## src/rtl/gp_input_stage_if.sv

```systemverilog
// Parameter/vertex bus between the memory manager, gp_input_stage and the geometry stage.
// master = memory-manager/downstream side, slave = gp_input_stage.
interface gp_input_stage_if #(parameter int DATA_W = 16);
  logic              iEnable, iInitObj, iInitVtx, iVtxReady;
  logic [DATA_W-1:0] iCamVerX, iCamVerY, iCamVerZ, iCamDc;
  logic [DATA_W-1:0] iCosRoll, iCosPitch, iCosYaw, iSenRoll, iSenPitch, iSenYaw;
  logic [DATA_W-1:0] iScaleX, iScaleY, iScaleZ, iTranslX, iTranslY, iTranslZ;
  logic [DATA_W-1:0] iVertexX, iVertexY, iVertexZ;
  logic              oBusy, oOverflow, oVtxValid, oFrameDone;
  logic [DATA_W-1:0] oVertexX, oVertexY, oVertexZ;
  logic [DATA_W-1:0] oCamVerX, oCamVerY, oCamVerZ, oCamDc;
  logic [DATA_W-1:0] oCosRoll, oCosPitch, oCosYaw, oSenRoll, oSenPitch, oSenYaw;
  logic [DATA_W-1:0] oScaleX, oScaleY, oScaleZ, oTranslX, oTranslY, oTranslZ;
  logic [7:0]        oObjCount;
  logic [15:0]       oVtxCount;

  modport master (
    output iEnable, iInitObj, iInitVtx, iVtxReady,
           iCamVerX, iCamVerY, iCamVerZ, iCamDc,
           iCosRoll, iCosPitch, iCosYaw, iSenRoll, iSenPitch, iSenYaw,
           iScaleX, iScaleY, iScaleZ, iTranslX, iTranslY, iTranslZ,
           iVertexX, iVertexY, iVertexZ,
    input  oBusy, oOverflow, oVtxValid, oFrameDone, oVertexX, oVertexY, oVertexZ,
           oCamVerX, oCamVerY, oCamVerZ, oCamDc,
           oCosRoll, oCosPitch, oCosYaw, oSenRoll, oSenPitch, oSenYaw,
           oScaleX, oScaleY, oScaleZ, oTranslX, oTranslY, oTranslZ,
           oObjCount, oVtxCount
  );

  modport slave (
    input  iEnable, iInitObj, iInitVtx, iVtxReady,
           iCamVerX, iCamVerY, iCamVerZ, iCamDc,
           iCosRoll, iCosPitch, iCosYaw, iSenRoll, iSenPitch, iSenYaw,
           iScaleX, iScaleY, iScaleZ, iTranslX, iTranslY, iTranslZ,
           iVertexX, iVertexY, iVertexZ,
    output oBusy, oOverflow, oVtxValid, oFrameDone, oVertexX, oVertexY, oVertexZ,
           oCamVerX, oCamVerY, oCamVerZ, oCamDc,
           oCosRoll, oCosPitch, oCosYaw, oSenRoll, oSenPitch, oSenYaw,
           oScaleX, oScaleY, oScaleZ, oTranslX, oTranslY, oTranslZ,
           oObjCount, oVtxCount
  );
endinterface

```

## src/rtl/gp_input_stage.sv

```systemverilog
// Graphics-pipeline input stage: camera/object parameter capture plus vertex FIFO.
// Optional accepted-vertex counter on oVtxCount is built when GP_INPUT_VTXCNT_EN is defined.
module gp_input_stage #(
  parameter int FIFO_DEPTH = 8,
  parameter int DATA_W     = 16
) (
  input logic          iClock,
  input logic          iReset,
  gp_input_stage_if.slave bus
);
  localparam int AW = $clog2(FIFO_DEPTH);
  localparam int OW = 12 * DATA_W;
  localparam logic [1:0] IDLE = 2'd0, WAIT_OBJ = 2'd1, STREAM = 2'd2, DRAIN = 2'd3;

  logic [1:0]          state, stateNext;
  logic [3*DATA_W-1:0] mem [FIFO_DEPTH];
  logic [AW:0]         wrPtr, rdPtr, wrPtrNext, rdPtrNext;
  logic [OW-1:0]       objIn, objAct, objShadow;
  logic [4*DATA_W-1:0] camAct;
  logic                pending, pendingNext, busyR, busyNext, ovfR, frameDone;
  logic [7:0]          objCnt;
  logic                empty, full, emptyNext, fullNext, inFrame, objAcc, vtxAcc;
  logic                dropPulse, pop, toShadow, objDirect, applyShadow;
  logic                frameStart, frameEnd;

  assign objIn = {bus.iCosRoll, bus.iCosPitch, bus.iCosYaw, bus.iSenRoll, bus.iSenPitch,
                  bus.iSenYaw, bus.iScaleX, bus.iScaleY, bus.iScaleZ, bus.iTranslX,
                  bus.iTranslY, bus.iTranslZ};

  assign empty     = (wrPtr == rdPtr);
  assign full      = (wrPtr[AW] != rdPtr[AW]) && (wrPtr[AW-1:0] == rdPtr[AW-1:0]);
  assign inFrame   = (state == WAIT_OBJ || state == STREAM) && bus.iEnable;
  assign objAcc    = inFrame && bus.iInitObj && !busyR;
  // A same-cycle vertex rides with the new object only when nothing older is queued.
  assign vtxAcc    = inFrame && bus.iInitVtx && !busyR && !full &&
                     (state == STREAM || objAcc) && !(objAcc && !empty);
  assign dropPulse = inFrame && ((bus.iInitObj && !objAcc) || (bus.iInitVtx && !vtxAcc));
  assign pop       = !empty && bus.iVtxReady;
  assign toShadow  = objAcc && !empty;
  assign objDirect = objAcc && empty;

  assign wrPtrNext   = wrPtr + {{AW{1'b0}}, vtxAcc};
  assign rdPtrNext   = rdPtr + {{AW{1'b0}}, pop};
  assign emptyNext   = (wrPtrNext == rdPtrNext);
  assign fullNext    = (wrPtrNext[AW] != rdPtrNext[AW]) &&
                       (wrPtrNext[AW-1:0] == rdPtrNext[AW-1:0]);
  assign applyShadow = pending && emptyNext;
  assign pendingNext = toShadow || (pending && !emptyNext);
  assign frameStart  = (state == IDLE) && bus.iEnable;
  assign frameEnd    = (state == DRAIN) && empty && !pending;

  always_comb begin
    stateNext = state;
    case (state)
      IDLE:     if (bus.iEnable) stateNext = WAIT_OBJ;
      WAIT_OBJ: if (!bus.iEnable) stateNext = DRAIN;
                else if (objAcc) stateNext = STREAM;
      STREAM:   if (!bus.iEnable) stateNext = DRAIN;
      default:  if (frameEnd) stateNext = IDLE;
    endcase
  end

  assign busyNext = fullNext || pendingNext || !(stateNext == WAIT_OBJ || stateNext == STREAM);

  always_ff @(posedge iClock or posedge iReset) begin
    if (iReset) begin
      state     <= IDLE;
      wrPtr     <= '0;
      rdPtr     <= '0;
      pending   <= 1'b0;
      busyR     <= 1'b0;
      ovfR      <= 1'b0;
      frameDone <= 1'b0;
      objCnt    <= '0;
      camAct    <= '0;
      objAct    <= '0;
      objShadow <= '0;
    end else begin
      state     <= stateNext;
      wrPtr     <= wrPtrNext;
      rdPtr     <= rdPtrNext;
      pending   <= pendingNext;
      busyR     <= busyNext;
      frameDone <= frameEnd;
      if (frameStart) begin
        camAct <= {bus.iCamVerX, bus.iCamVerY, bus.iCamVerZ, bus.iCamDc};
        objCnt <= '0;
        ovfR   <= 1'b0;
      end else begin
        if (dropPulse) ovfR <= 1'b1;
        if (objAcc && objCnt != 8'hFF) objCnt <= objCnt + 8'd1;
      end
      if (toShadow) objShadow <= objIn;
      if (objDirect) objAct <= objIn;
      else if (applyShadow) objAct <= objShadow;
    end
  end

  always_ff @(posedge iClock) begin
    if (vtxAcc) mem[wrPtr[AW-1:0]] <= {bus.iVertexX, bus.iVertexY, bus.iVertexZ};
  end

`ifdef GP_INPUT_VTXCNT_EN
  logic [15:0] vtxCnt;
  always_ff @(posedge iClock or posedge iReset) begin
    if (iReset) vtxCnt <= '0;
    else if (frameStart) vtxCnt <= '0;
    else if (vtxAcc && vtxCnt != 16'hFFFF) vtxCnt <= vtxCnt + 16'd1;
  end
  assign bus.oVtxCount = vtxCnt;
`else
  assign bus.oVtxCount = '0;
`endif

  assign bus.oBusy      = busyR;
  assign bus.oOverflow  = ovfR;
  assign bus.oVtxValid  = !empty;
  assign bus.oFrameDone = frameDone;
  assign bus.oObjCount  = objCnt;
  assign {bus.oVertexX, bus.oVertexY, bus.oVertexZ} = empty ? '0 : mem[rdPtr[AW-1:0]];
  assign {bus.oCamVerX, bus.oCamVerY, bus.oCamVerZ, bus.oCamDc} = camAct;
  assign {bus.oCosRoll, bus.oCosPitch, bus.oCosYaw, bus.oSenRoll, bus.oSenPitch,
          bus.oSenYaw, bus.oScaleX, bus.oScaleY, bus.oScaleZ, bus.oTranslX,
          bus.oTranslY, bus.oTranslZ} = objAct;
endmodule

```

## src/flat_wrapper.sv

```systemverilog
// flat-port wrapper written by rule: the top's interface ports become plain ports
module gp_input_stage_flat 
#(
  parameter int FIFO_DEPTH = 8,
  parameter int DATA_W     = 16
)
  (iClock, iReset, bus_iEnable, bus_iInitObj, bus_iInitVtx, bus_iVtxReady, bus_iCamVerX, bus_iCamVerY, bus_iCamVerZ, bus_iCamDc, bus_iCosRoll, bus_iCosPitch, bus_iCosYaw, bus_iSenRoll, bus_iSenPitch, bus_iSenYaw, bus_iScaleX, bus_iScaleY, bus_iScaleZ, bus_iTranslX, bus_iTranslY, bus_iTranslZ, bus_iVertexX, bus_iVertexY, bus_iVertexZ, bus_oBusy, bus_oOverflow, bus_oVtxValid, bus_oFrameDone, bus_oVertexX, bus_oVertexY, bus_oVertexZ, bus_oCamVerX, bus_oCamVerY, bus_oCamVerZ, bus_oCamDc, bus_oCosRoll, bus_oCosPitch, bus_oCosYaw, bus_oSenRoll, bus_oSenPitch, bus_oSenYaw, bus_oScaleX, bus_oScaleY, bus_oScaleZ, bus_oTranslX, bus_oTranslY, bus_oTranslZ, bus_oObjCount, bus_oVtxCount);
  gp_input_stage_if #(.DATA_W(DATA_W)) bus_i ();
  input logic iClock;
  input logic iReset;
  input wire logic [$bits(bus_i.iEnable)-1:0] bus_iEnable;
  input wire logic [$bits(bus_i.iInitObj)-1:0] bus_iInitObj;
  input wire logic [$bits(bus_i.iInitVtx)-1:0] bus_iInitVtx;
  input wire logic [$bits(bus_i.iVtxReady)-1:0] bus_iVtxReady;
  input wire logic [$bits(bus_i.iCamVerX)-1:0] bus_iCamVerX;
  input wire logic [$bits(bus_i.iCamVerY)-1:0] bus_iCamVerY;
  input wire logic [$bits(bus_i.iCamVerZ)-1:0] bus_iCamVerZ;
  input wire logic [$bits(bus_i.iCamDc)-1:0] bus_iCamDc;
  input wire logic [$bits(bus_i.iCosRoll)-1:0] bus_iCosRoll;
  input wire logic [$bits(bus_i.iCosPitch)-1:0] bus_iCosPitch;
  input wire logic [$bits(bus_i.iCosYaw)-1:0] bus_iCosYaw;
  input wire logic [$bits(bus_i.iSenRoll)-1:0] bus_iSenRoll;
  input wire logic [$bits(bus_i.iSenPitch)-1:0] bus_iSenPitch;
  input wire logic [$bits(bus_i.iSenYaw)-1:0] bus_iSenYaw;
  input wire logic [$bits(bus_i.iScaleX)-1:0] bus_iScaleX;
  input wire logic [$bits(bus_i.iScaleY)-1:0] bus_iScaleY;
  input wire logic [$bits(bus_i.iScaleZ)-1:0] bus_iScaleZ;
  input wire logic [$bits(bus_i.iTranslX)-1:0] bus_iTranslX;
  input wire logic [$bits(bus_i.iTranslY)-1:0] bus_iTranslY;
  input wire logic [$bits(bus_i.iTranslZ)-1:0] bus_iTranslZ;
  input wire logic [$bits(bus_i.iVertexX)-1:0] bus_iVertexX;
  input wire logic [$bits(bus_i.iVertexY)-1:0] bus_iVertexY;
  input wire logic [$bits(bus_i.iVertexZ)-1:0] bus_iVertexZ;
  output wire logic [$bits(bus_i.oBusy)-1:0] bus_oBusy;
  output wire logic [$bits(bus_i.oOverflow)-1:0] bus_oOverflow;
  output wire logic [$bits(bus_i.oVtxValid)-1:0] bus_oVtxValid;
  output wire logic [$bits(bus_i.oFrameDone)-1:0] bus_oFrameDone;
  output wire logic [$bits(bus_i.oVertexX)-1:0] bus_oVertexX;
  output wire logic [$bits(bus_i.oVertexY)-1:0] bus_oVertexY;
  output wire logic [$bits(bus_i.oVertexZ)-1:0] bus_oVertexZ;
  output wire logic [$bits(bus_i.oCamVerX)-1:0] bus_oCamVerX;
  output wire logic [$bits(bus_i.oCamVerY)-1:0] bus_oCamVerY;
  output wire logic [$bits(bus_i.oCamVerZ)-1:0] bus_oCamVerZ;
  output wire logic [$bits(bus_i.oCamDc)-1:0] bus_oCamDc;
  output wire logic [$bits(bus_i.oCosRoll)-1:0] bus_oCosRoll;
  output wire logic [$bits(bus_i.oCosPitch)-1:0] bus_oCosPitch;
  output wire logic [$bits(bus_i.oCosYaw)-1:0] bus_oCosYaw;
  output wire logic [$bits(bus_i.oSenRoll)-1:0] bus_oSenRoll;
  output wire logic [$bits(bus_i.oSenPitch)-1:0] bus_oSenPitch;
  output wire logic [$bits(bus_i.oSenYaw)-1:0] bus_oSenYaw;
  output wire logic [$bits(bus_i.oScaleX)-1:0] bus_oScaleX;
  output wire logic [$bits(bus_i.oScaleY)-1:0] bus_oScaleY;
  output wire logic [$bits(bus_i.oScaleZ)-1:0] bus_oScaleZ;
  output wire logic [$bits(bus_i.oTranslX)-1:0] bus_oTranslX;
  output wire logic [$bits(bus_i.oTranslY)-1:0] bus_oTranslY;
  output wire logic [$bits(bus_i.oTranslZ)-1:0] bus_oTranslZ;
  output wire logic [$bits(bus_i.oObjCount)-1:0] bus_oObjCount;
  output wire logic [$bits(bus_i.oVtxCount)-1:0] bus_oVtxCount;
  assign bus_i.iEnable = bus_iEnable;
  assign bus_i.iInitObj = bus_iInitObj;
  assign bus_i.iInitVtx = bus_iInitVtx;
  assign bus_i.iVtxReady = bus_iVtxReady;
  assign bus_i.iCamVerX = bus_iCamVerX;
  assign bus_i.iCamVerY = bus_iCamVerY;
  assign bus_i.iCamVerZ = bus_iCamVerZ;
  assign bus_i.iCamDc = bus_iCamDc;
  assign bus_i.iCosRoll = bus_iCosRoll;
  assign bus_i.iCosPitch = bus_iCosPitch;
  assign bus_i.iCosYaw = bus_iCosYaw;
  assign bus_i.iSenRoll = bus_iSenRoll;
  assign bus_i.iSenPitch = bus_iSenPitch;
  assign bus_i.iSenYaw = bus_iSenYaw;
  assign bus_i.iScaleX = bus_iScaleX;
  assign bus_i.iScaleY = bus_iScaleY;
  assign bus_i.iScaleZ = bus_iScaleZ;
  assign bus_i.iTranslX = bus_iTranslX;
  assign bus_i.iTranslY = bus_iTranslY;
  assign bus_i.iTranslZ = bus_iTranslZ;
  assign bus_i.iVertexX = bus_iVertexX;
  assign bus_i.iVertexY = bus_iVertexY;
  assign bus_i.iVertexZ = bus_iVertexZ;
  assign bus_oBusy = bus_i.oBusy;
  assign bus_oOverflow = bus_i.oOverflow;
  assign bus_oVtxValid = bus_i.oVtxValid;
  assign bus_oFrameDone = bus_i.oFrameDone;
  assign bus_oVertexX = bus_i.oVertexX;
  assign bus_oVertexY = bus_i.oVertexY;
  assign bus_oVertexZ = bus_i.oVertexZ;
  assign bus_oCamVerX = bus_i.oCamVerX;
  assign bus_oCamVerY = bus_i.oCamVerY;
  assign bus_oCamVerZ = bus_i.oCamVerZ;
  assign bus_oCamDc = bus_i.oCamDc;
  assign bus_oCosRoll = bus_i.oCosRoll;
  assign bus_oCosPitch = bus_i.oCosPitch;
  assign bus_oCosYaw = bus_i.oCosYaw;
  assign bus_oSenRoll = bus_i.oSenRoll;
  assign bus_oSenPitch = bus_i.oSenPitch;
  assign bus_oSenYaw = bus_i.oSenYaw;
  assign bus_oScaleX = bus_i.oScaleX;
  assign bus_oScaleY = bus_i.oScaleY;
  assign bus_oScaleZ = bus_i.oScaleZ;
  assign bus_oTranslX = bus_i.oTranslX;
  assign bus_oTranslY = bus_i.oTranslY;
  assign bus_oTranslZ = bus_i.oTranslZ;
  assign bus_oObjCount = bus_i.oObjCount;
  assign bus_oVtxCount = bus_i.oVtxCount;
  gp_input_stage #(.FIFO_DEPTH(FIFO_DEPTH), .DATA_W(DATA_W)) u_core (.iClock(iClock), .iReset(iReset), .bus(bus_i));
endmodule
```

## config.mk

```make
export PLATFORM = sky130hd
export DESIGN_NAME = gp_input_stage_flat
export DESIGN_NICKNAME = d
export VERILOG_FILES = /design/src/rtl/gp_input_stage_if.sv /design/src/rtl/gp_input_stage.sv /design/src/flat_wrapper.sv
export SDC_FILE = /design/constraint.sdc
export NUM_CORES = 1
export LEC_CHECK = 0
export CAP_MARGIN = 20
export CORE_MARGIN = 2
export CORE_UTILIZATION = 57
export CTS_CLUSTER_SIZE = 16
export DETAILED_ROUTE_END_ITERATION = 8
export PLACE_DENSITY = 0.86
export SLEW_MARGIN = 15
export SYNTH_ARGS = -nofsm -noshare
export SYNTH_HDL_FRONTEND = slang
export SYNTH_SLANG_ARGS = --single-unit
```

## constraint.sdc

```tcl
create_clock -name iClock -period 38.3 [get_ports iClock]
set_input_delay 7.66 -clock iClock [delete_from_list [all_inputs] [get_ports iClock]]
set_output_delay 7.66 -clock iClock [all_outputs]
set_load 0.01 [all_outputs]
```

# After elaboration in Yosys (flattened, before gate mapping)
# Memory sizes are Yosys's and may differ from the RTL's.
# Cells that the tools add are included.
# word_totals
regBits	470
ramBits	384
inputBits	310
out_inout_bits	332
word_cells	84
n_memories	1
# memory_table
name	words	width	read_ports	rd_clocked_by_memory_dff	wr	line	source
u_core.mem	8	48	1	0	1	gp_input_stage.sv:16	logic [3*DATA_W-1:0] mem [FIFO_DEPTH];
# op_classes
n_addsub	3
n_eq_ne	12
n_mux	15
reduce_logical	42
# op_table
cell	count
192-bit 2-to-1 mux	2
48-bit 2-to-1 mux	1
1-bit logical AND	22
8-bit 2-to-1 mux	2
2-bit 2-to-1 mux	5
1-bit logical NOT	9
4-bit by 1-bit adder with 4-bit output	2
8-bit by 1-bit adder with 8-bit output, second input constant	1
4-bit == test	2
8-bit != test, second input constant	1
1-bit logical OR	7
2-bit == test, second input constant	3
3-bit == test	2
2-bit case mux with 3 select lines	1
2-bit nonzero test	3
2-bit by 1-bit == test with 1-bit output, second input constant	2
1-bit 2-to-1 mux	4
2-bit logical NOT	1
1-bit != test	2

# Logic depth before layout (Yosys ltp)
# logic_depth
depth_word	15
depth_mapped	16

# Least setup slack after synthesis
# Ideal clock, no wire load.
# synth_path
path_type	input to register
start	in bus_iEnable
end	mem u_core.mem[4][0] (netlist bit), enable pin
arrival_time_ns	13.330
path_slack_ns	24.381
path_stages	5
path_buffers	1
cell_sequence	clkbuf_2 > and4b_1 > a31oi_1 > o21ai_2 > nor4b_1
# synth_via
elab_chain_len	8
word_cells_on_any_way	13
cone_classes	2 x mux; 11 x reduce/logical
# synth_lines
item	line	source
start, declared	flat_wrapper.sv:11	input wire logic [$bits(bus_i.iEnable)-1:0] bus_iEnable;
1-bit logical AND (*)	gp_input_stage.sv:32	assign inFrame = (state == WAIT_OBJ || state == STREAM) && bus.iEnable;
1-bit logical AND (on tied branches) (2 in a row)	gp_input_stage.sv:35, gp_input_stage.sv:33	
1-bit logical AND, or another cell as far along	gp_input_stage.sv:35	assign vtxAcc = inFrame && bus.iInitVtx && !busyR && !full &&
1-bit logical AND / 1-bit logical NOT (equally long branches)	gp_input_stage.sv:35, gp_input_stage.sv:36	
1-bit logical AND (*)	gp_input_stage.sv:36	(state == STREAM || objAcc) && !(objAcc && !empty);
1-bit 2-to-1 mux (*)	gp_input_stage.sv:100	if (vtxAcc) mem[wrPtr[AW-1:0]] <= {bus.iVertexX, bus.iVertexY, bus.iVertexZ};
1-bit 2-to-1 mux (not written as such) (*)	gp_input_stage.sv:100	
end, declared	gp_input_stage.sv:16	
# Every way passes the cells marked *; elsewhere a longest branch is shown, timed or not.

# Final worst setup path
# layout_path
start	in bus_iEnable
end	reg u_core.objAct[99]
# layout_via
elab_chain_len	10
word_cells_on_any_way	17
cone_classes	1 x add/sub; 1 x eq/ne; 1 x mux; 14 x reduce/logical
# layout_lines
item	line	source
1-bit logical AND (*)	gp_input_stage.sv:32	
1-bit logical AND (on tied branches) (2 in a row)	gp_input_stage.sv:35, gp_input_stage.sv:33	
1-bit logical AND, or another cell as far along	gp_input_stage.sv:35	
1-bit logical AND / 1-bit logical NOT (equally long branches)	gp_input_stage.sv:35, gp_input_stage.sv:36	
1-bit logical AND (*)	gp_input_stage.sv:36	
4-bit by 1-bit adder with 4-bit output (*)	gp_input_stage.sv:42	assign wrPtrNext = wrPtr + {{AW{1'b0}}, vtxAcc};
net u_core.wrPtrNext[2]	gp_input_stage.sv:17	logic [AW:0] wrPtr, rdPtr, wrPtrNext, rdPtrNext;
4-bit == test (*)	gp_input_stage.sv:44	assign emptyNext = (wrPtrNext == rdPtrNext);
1-bit logical AND (*)	gp_input_stage.sv:47	assign applyShadow = pending && emptyNext;
2-bit nonzero test (no source line) (*)	n/a	
end signal, assigned	gp_input_stage.sv:94	if (objDirect) objAct <= objIn;
end signal, assigned	gp_input_stage.sv:95	else if (applyShadow) objAct <= objShadow;
end, declared	gp_input_stage.sv:18	logic [OW-1:0] objIn, objAct, objShadow;
# The timed path passes the listed nets; every way through them passes the cells marked *.
# A chain may end at the register's enable or synchronous reset.

==> flow_metrics.env <==
export IMPL_crit_fanout=111
export IMPL_dieArea_sq_mm=0.0635
export IMPL_synth_seq_cells=854
export IMPL_routedWlPerCell_um=26.5
export IMPL_period_minus_slack_ps=11990
export IMPL_core_area_sq_mm=0.0606
export IMPL_vias=23700
export IMPL_grt_max_degree=194
export IMPL_synthToLayoutAreaGrowth_pct=26.3
export IMPL_cts_resized=0
export IMPL_die_h_um=252
export IMPL_slew_viol_final=0
export IMPL_ant_nets=0
export IMPL_via_per_inst=6.21
export IMPL_worstPathArrival_ps=12420
export IMPL_setup_viol_count_final=0
export IMPL_drive_gt1_share_pct=15.3
export IMPL_critPathCaptureType="flip-flop"
export IMPL_final_cell_mix="625 x clkdlybuf4s50_1, 467 x dfrtp_1, 384 x edfxtp_1"
export IMPL_cts_root_buf="clkbuf_16"
export IMPL_ff2ff_setup_slack_ps=32100
export IMPL_drt_iter0_markers=2734
export IMPL_yosys_warnings=0
export IMPL_h_tree_depth=3
export IMPL_worst_skew_pair_late_latency_ps=630
export IMPL_gp_congestion=0.907
export IMPL_cts_tree="yes"
export IMPL_async_reset_ff_share_pct=55.0
export IMPL_clk_path_buf_depth=3
export IMPL_nFillCells=3609
export IMPL_drc=0
export IMPL_ir_worst_vdd_mv=0.107
export IMPL_synth_area_per_cell_sq_um=14.7
export IMPL_p_leak_uw=0.0167
export IMPL_cts_hold_buf=0
export IMPL_io_buffers=625
export IMPL_grt_pass1_wl_um=149000
export IMPL_crit_type="input pin to flip-flop"
export IMPL_wl_um=101000
export IMPL_period_share_pct=31.3
export IMPL_nets=3263
export IMPL_die_w_um=252
export IMPL_start_util_pct=57.9
export IMPL_grt_overflow_total=0
export IMPL_tightest_slew_ps=1180
export IMPL_start_kind="input pin"
export IMPL_netlist_instances=2390
export IMPL_antenna_found_initial=25
export IMPL_hold_viol_final=0
export IMPL_track_usage_pct=31.3
export IMPL_rsz0062_at_grt="false"
export IMPL_fin_tns_setup_ps=0
export IMPL_cts_num_sinks=854
export IMPL_synth_edff_count=384
export IMPL_firstDrtPassIters=6
export IMPL_worstPathRequired_ps=38730
export IMPL_syn_area_sq_mm=0.0351
export IMPL_fin_ws_ps=26310
export IMPL_drv_cap=0
export IMPL_yosysUniqueCellTypes=53
export IMPL_max_slew_margin_pct=21.4
export IMPL_ios=642
export IMPL_rows=90
export IMPL_cts_setup_buffers=0
export IMPL_hpwl_um=61400
export IMPL_numCtsBuffers=87
export IMPL_cts_reportedPaths_clkPinSlew_ps=60
export IMPL_hold_path_class="flip-flop to flip-flop"
export IMPL_max_freq_ghz=0.0834
export IMPL_hold_slack_ps=486
export IMPL_p_per_area_mw_per_mm2=80.4
export IMPL_final_common_cell="clkdlybuf4s50_1"
export IMPL_place_ws_ps=25850
export IMPL_finClkSkew_ps=19.9
export IMPL_ys_flop_type="dfrtp_1"
export IMPL_grt_pass1_vias=23900
export IMPL_outcome="finished clean"
export IMPL_ys_seq_area_share_pct=66.4
==> routing by layer <==
metal	track usage, %	part of all wire [%]
met1	38.1	36
met2	50.9	49
met3	8.88	8.7
met4	16.8	5.6
met5	0	0.063
==> critical path: stages <==
cell and delay (ps):
clkdlybuf4s50_1 620, and4b_1 410, a31oi_1 100, o21ai_2 310, inv_1 120, ha_1 230
ha_1 240, xor2_4 170, xor2_1 350, nand3_4 750, buf_4 760, o21ai_0 390
a31oi_1 160
==> flip-flops by register name (all words and copies together) (netlist names), 2 cells and up <==
| register | flops |
|---|---|
| u_core.wrPtr | 4 |
| u_core.mem | 384 |
| u_core.objShadow | 192 |
| u_core.objAct | 192 |
| u_core.camAct | 64 |
| u_core.rdPtr | 4 |
| u_core.bus.oObjCount | 8 |
| u_core.state | 2 |
==> cells by family (layout without fill, tap and decap cells) <==
family / Yosys count / count (layout) / synth area share [%]
simple gates: 488 / 488 / 6.26
other cells: 1 / 36 / 0.0107
xor+xnor: 20 / 20 / 0.671
mux: 402 / 402 / 15.8
buf+inv: 217 / 820 / 3.96
flops: 854 / 854 / 66.4
fa+ha+maj: 11 / 11 / 0.392
compound gates: 397 / 397 / 6.47
==> through the flow <==
| stage | power, uW | util [%] | cells | instance area [sq um] |
|---|---|---|---|---|
| after floorplan | 2100 | - | 2405 | 35100 |
| after global placement | 2650 | 68.3 | 3632 | 41300 |
| after detailed placement | 2710 | 68.3 | 3632 | 41300 |
| after CTS | 3560 | 72.9 | 3787 | 44200 |
| after global routing | 3710 | 73.1 | 3803 | 44300 |
| final | 3560 | 73.1 | 3810 | 44300 |
==> power breakdown <==
part           internal, uW  total (uW)  switching, uW
combinational           667        1330            666
sequential             1200        1390            184
clock                   488         841            353
==> final cells by class <==
cell class              count  area [sq um]  area share [%]
well taps                 782           978            2.21
repair buffers            656          6560            14.8
clock inverters            30           299           0.675
diodes                     20          50.0           0.113
inverters                   9          41.3          0.0932
flip-flops and latches    854         23300            52.6
clock buffers             125          2500            5.66
multi-input cells        1334         10500            23.8
==> Yosys cell counts (3+ instances only) <==
master	instances	area, sq um
dfrtp_1	470	11800
edfxtp_1	384	11500
nor2_1	252	946
nand3_1	194	971
a31oi_1	193	1210
mux2_2	179	2020
o21ai_0	171	856
mux4_2	96	2160
buf_2	89	445
mux2_1	77	867
mux2i_1	50	500
clkbuf_1	46	173
o21ai_1	22	110
buf_4	20	150
clkbuf_2	17	85.1
buf_6	12	135
ha_1	11	138
buf_12	10	200
buf_8	10	150
inv_1	9	33.8
nand2_1	8	30.0
xor2_1	8	70.1
xnor2_1	7	61.3
and3_1	5	31.3
and2_1	4	25.0
buf_1	4	15.0
nor3_1	4	20.0
nand4_1	3	18.8
nor2b_1	3	18.8
==> worst paths after layout <==
| path | startpoint | end | cells past startpoint |
|---|---|---|---|
| min in group asynchronous | iReset | u_core.camAct[54] | 2 |
| hold reg to reg | u_core.objShadow[15] | u_core.objShadow[15] | 1 |
| max in group asynchronous | iReset | u_core.objShadow[30] | 5 |
| setup reg to reg | u_core.rdPtr[2] | u_core.objAct[99] | 13 |
| hold / removal | u_core.objShadow[15] | u_core.objShadow[15] | 1 |
| setup / recovery | bus_iEnable | u_core.objAct[99] | 13 |
No activity file was read; power rests on OpenSTA's default activity.
